File: config.mk
export PLATFORM = sky130hd
export DESIGN_NAME = regbank_wr_arbiter
export DESIGN_NICKNAME = d
export VERILOG_FILES = /design/src/rtl/regbank_wr_arbiter.sv
export SDC_FILE = /design/constraint.sdc
export NUM_CORES = 1
export LEC_CHECK = 0
export BUFFER_PORTS_ARGS = -buffer_cell sky130_fd_sc_hd__buf_2
export CORE_MARGIN = 5
export CORE_UTILIZATION = 49
export DETAILED_ROUTE_END_ITERATION = 10
export PLACE_DENSITY = 0.92
export SLEW_MARGIN = 30
export SYNTH_ARGS = -nofsm -noshare
export SYNTH_HDL_FRONTEND = slang
export SYNTH_SLANG_ARGS = --single-unit
File: constraint.sdc
create_clock -name clk -period 3.88 [get_ports clk]
set_clock_uncertainty 0.05 [all_clocks]
set_input_delay 0.194 -clock clk [delete_from_list [all_inputs] [get_ports clk]]
set_output_delay 0.194 -clock clk [all_outputs]
set_load 0.03 [all_outputs]
File: src/rtl/regbank_wr_arbiter.sv
// Shared write-port controller for the 32x32 register bank: zero-fills the bank after
// reset, then arbitrates round-robin between writeback requesters A and B.
//
// state | meaning
// ------+------------------------------------------------------------
// INIT  | zero-fill sequencer owns the write port; requests are held off
// RUN   | round-robin arbitration between A and B, one write per cycle
module regbank_wr_arbiter #(
    parameter int DATA_W   = 32,
    parameter int ADDR_W   = 5,
    parameter int NUM_REGS = 32
) (
    input  logic              clk,
    input  logic              rst_n,
    input  logic              a_valid,
    input  logic [ADDR_W-1:0] a_addr,
    input  logic [DATA_W-1:0] a_data,
    output logic              a_ready,
    input  logic              b_valid,
    input  logic [ADDR_W-1:0] b_addr,
    input  logic [DATA_W-1:0] b_data,
    output logic              b_ready,
    output logic [ADDR_W-1:0] bank_addr_d,
    output logic [DATA_W-1:0] bank_data,
    output logic              bank_write,
    output logic              init_done
);

    localparam logic [0:0] INIT = 1'b0;
    localparam logic [0:0] RUN  = 1'b1;

    // One extra bit so the counter can reach NUM_REGS when NUM_REGS == 2^ADDR_W.
    localparam int CNT_W = ADDR_W + 1;
    localparam logic [CNT_W-1:0] CNT_LAST = CNT_W'(NUM_REGS);

    localparam logic LAST_A = 1'b0;
    localparam logic LAST_B = 1'b1;

    logic [0:0]       state;
    logic [CNT_W-1:0] clr_cnt;
    logic             last;

    // Grants depend only on valids, state and the round-robin pointer.
    always_comb begin
        a_ready = 1'b0;
        b_ready = 1'b0;
        if (state == RUN) begin
            a_ready = a_valid && (!b_valid || (last == LAST_B));
            b_ready = b_valid && (!a_valid || (last == LAST_A));
        end
    end

    always_ff @(posedge clk) begin
        if (!rst_n) begin
            state       <= INIT;
            clr_cnt     <= '0;
            last        <= LAST_B;
            bank_write  <= 1'b0;
            bank_addr_d <= '0;
            bank_data   <= '0;
            init_done   <= 1'b0;
        end else begin
            case (state)
                INIT: begin
                    if (clr_cnt == CNT_LAST) begin
                        state      <= RUN;
                        init_done  <= 1'b1;
                        bank_write <= 1'b0;
                    end else begin
                        bank_write  <= 1'b1;
                        bank_addr_d <= clr_cnt[ADDR_W-1:0];
                        bank_data   <= '0;
                        clr_cnt     <= clr_cnt + 1'b1;
                    end
                end
                RUN: begin
                    if (a_ready) begin
                        bank_write  <= 1'b1;
                        bank_addr_d <= a_addr;
                        bank_data   <= a_data;
                        last        <= LAST_A;
                    end else if (b_ready) begin
                        bank_write  <= 1'b1;
                        bank_addr_d <= b_addr;
                        bank_data   <= b_data;
                        last        <= LAST_B;
                    end else begin
                        bank_write <= 1'b0;
                    end
                end
                default: begin
                    state <= INIT;
                end
            endcase
        end
    end

endmodule
==> flow_summary.toml <==
[cts]
clk_root_buffer_cell = "clkbuf_8"
cts_buffers = 5
htree_levels = 2
cts_resized = 0
clk_pin_slew_ps = 90
clk_latency_ps = 300
cts_tree = "built"
clockBufferDepth = 2
post_cts_buffers = 0
hold_buffers = 0
cts_num_sinks = 47

[setup_path]
critPathSlowestCell = "nor2b_2"
endpoint_kind = "output port"
path_max_fanout = 18
crit_required_ps = 3640
path_cells = "and2b_1 -> nor2b_2 -> buf_4 -> and2_1 -> buf_2"
arrival_ps = 2160
max_stage_delay_ps = 540
worstSetupPathType = "reg2out"
cp-start-kind = "flop"

[synthesis]
yosysTopAreaCell = "dfxtp_1"
syn_avg_cell_area_um2 = 9.60
synth.net_count = 318
postSynthCellCount = 238
ys_ff_latch = 47
synthFlopType = "dfxtp_1"
synth_cell_types = 33
syn_area_um2 = 2280
synth_edf_count = 0
synth.top_cell.area_share_pct = 41.2
ys_seq_area_share_pct = 41.2
synth-async-reset-ratio_pct = 0
yosys_warnings = 0
synth.area.top_cells = "dfxtp_1 41%, o22ai_2 16%, a22oi_1 11%"

[run]
cap_violations = 0

[floorplanning]
core_area_um2 = 4440
start_util_pct = 51.4
dieArea_um2 = 6130
io_pins = 119
dieHeight_um = 78.3
die_w_um = 78.3
rows = 24

[power]
cellPowerDensity_nw_per_um2 = 340
totalPowerFinal_w = 0.00102
p_leak_nw = 1.25
peakVddDrop_mv = 0.202

[drt]
drc = 0
routed_wl_um = 5860
vias = 2179
drt_pre_antenna_iters = 4
wl_per_cell_um = 14.8
antenna_left = 0
vias_per_cell = 5.50
drt_iter0_drc = 109

[final_layout]
syn_to_final_growth_pct = 30.8
multi_input_area_um2 = 1210
post_route_cells_drive_above_1_share_pct = 48.0
fin_cells = 396
utilization_pct = 67.3
nFillCells = 355
area.sequential_um2 = 941
antenna_cells = 0
nNetsFinal = 423

[sta]
finalCritPeriodShare_pct = 62.1
slew_headroom_pct = 40.3
hold_viol_final = 0
finalMaxSlewViolations = 0
setup_viol = 0
grt_setup_unrepaired = "no"
layout_min_cycle_time_ps = 2410
final.setup.tns_ps = 0
worst_pin_slew_ps = 893
fmax_ghz = 0.415

[worst_hold_path]
hold_path_class = "in2reg"

[global_route]
use_met3_pct = 5.61
grt_pass1_vias = 2165
grt_max_degree = 55
grt_pass1_wl_um = 9640
use_met1_pct = 23.6
grt_busiest_layer = "met2"
grt_overflow = 0
grtUsageMet2_pct = 32.4
grt_usage_pct = 19.3
antenna_found_initial = 0

[placed_design]
hpwl_um = 4320
port_buffers = 118
dp_cells = 388
place.gp.congestion = 0.845

[outcome]
status = "finished, final reports clean"
per-stage QoR:
step	setup slack (ps)	instance area [µm²]	hold WS, ps
floorplan	2220	2280	318
global placement	1600	2830	406
detailed placement	1720	2850	407
CTS	1450	2990	110
global route	1300	2990	112
finish	1470	2990	120
cells in the mapped netlist (4+ instances only):
master,count
a21oi_1,7
o21ai_0,12
clkbuf_1,13
dfxtp_1,47
buf_2,6
and2_1,5
nor2b_1,4
a22oi_1,33
o22ai_2,30
nand2_1,46
worst paths after layout:
path / slack (ps) / start / to / depth (start not counted)
max: 1470 / last$_SDFFE_PN1P_ / a_ready / 5
min: 120 / b_data[0] / bank_data[0]$_SDFFE_PN0P_ / 3
max reg2reg: 1730 / clr_cnt[0]$_SDFFE_PN0P_ / bank_data[0]$_SDFFE_PN0P_ / 7
min reg2reg: 420 / init_done$_SDFFE_PN0P_ / init_done$_SDFFE_PN0P_ / 1
area by class of cell:
| cell class | count | share of cell area, % |
|---|---|---|
| repair buffers | 121 | 21.2 |
| clock inverters | 3 | 2.26 |
| well taps | 52 | 2.18 |
| flip-flops and latches | 47 | 31.5 |
| multi-input cells | 166 | 40.4 |
| inverters | 2 | 0.251 |
| clock buffers | 5 | 2.30 |
cells in the final DEF (no fill, tap or decap), drive strengths merged:
cell type and count:
nor4b 1, and2b 1, a21boi 2, bufinv 2
a211oi 1, buf 121, nor2 2, nand4b 1
a22oi 33, o21a 1, o41ai 2, dfxtp 47
ha 2, and2 5, o32ai 3, o211ai 2
nand3 1, a21oi 7, and3b 1, xnor2 3
o21ai 12, nor2b 4, clkbuf 5, nor3b 1
nand2 46, inv 2, or3 1, nand2b 2
clkinvlp 1, o22ai 32
where the power goes:
part	internal (W)	switching (W)	leakage, nW	total [W]
registers	0.000487	0.00000433	0.380	0.000491
logic	0.0000504	0.0000558	0.802	0.000106
clock network	0.000257	0.000163	0.0644	0.000420
flip-flops by register name (all words and copies together) (netlist names):
register and cells:
bank_addr_d 5, bank_data 32, bank_write 1, clr_cnt 6
init_done 1, last 1, state 1
critical path, delay by kind of cell (launching register included):
kind,cells,cell delay (ps)
buffers and inverters,2,540
flip-flops,1,360
AND/OR/NAND/NOR,3,960
cell families after synthesis:
family                   share of synthesized area (%)
adder cells (fa/ha/maj)                           1.10
buffers and inverters                             6.24
AO/OA/AOI/OAI                                     36.0
flip-flops                                        41.2
XOR/XNOR                                          1.15
AND/OR/NAND/NOR                                   14.3
routing by layer:
metal,vias to the layer above,share of wire (%)
li1,1083,-
met1,999,42
met2,91,48
met3,6,8.4
met4,0,0.90
met5,-,0
(Power assumes the default switching activity.)
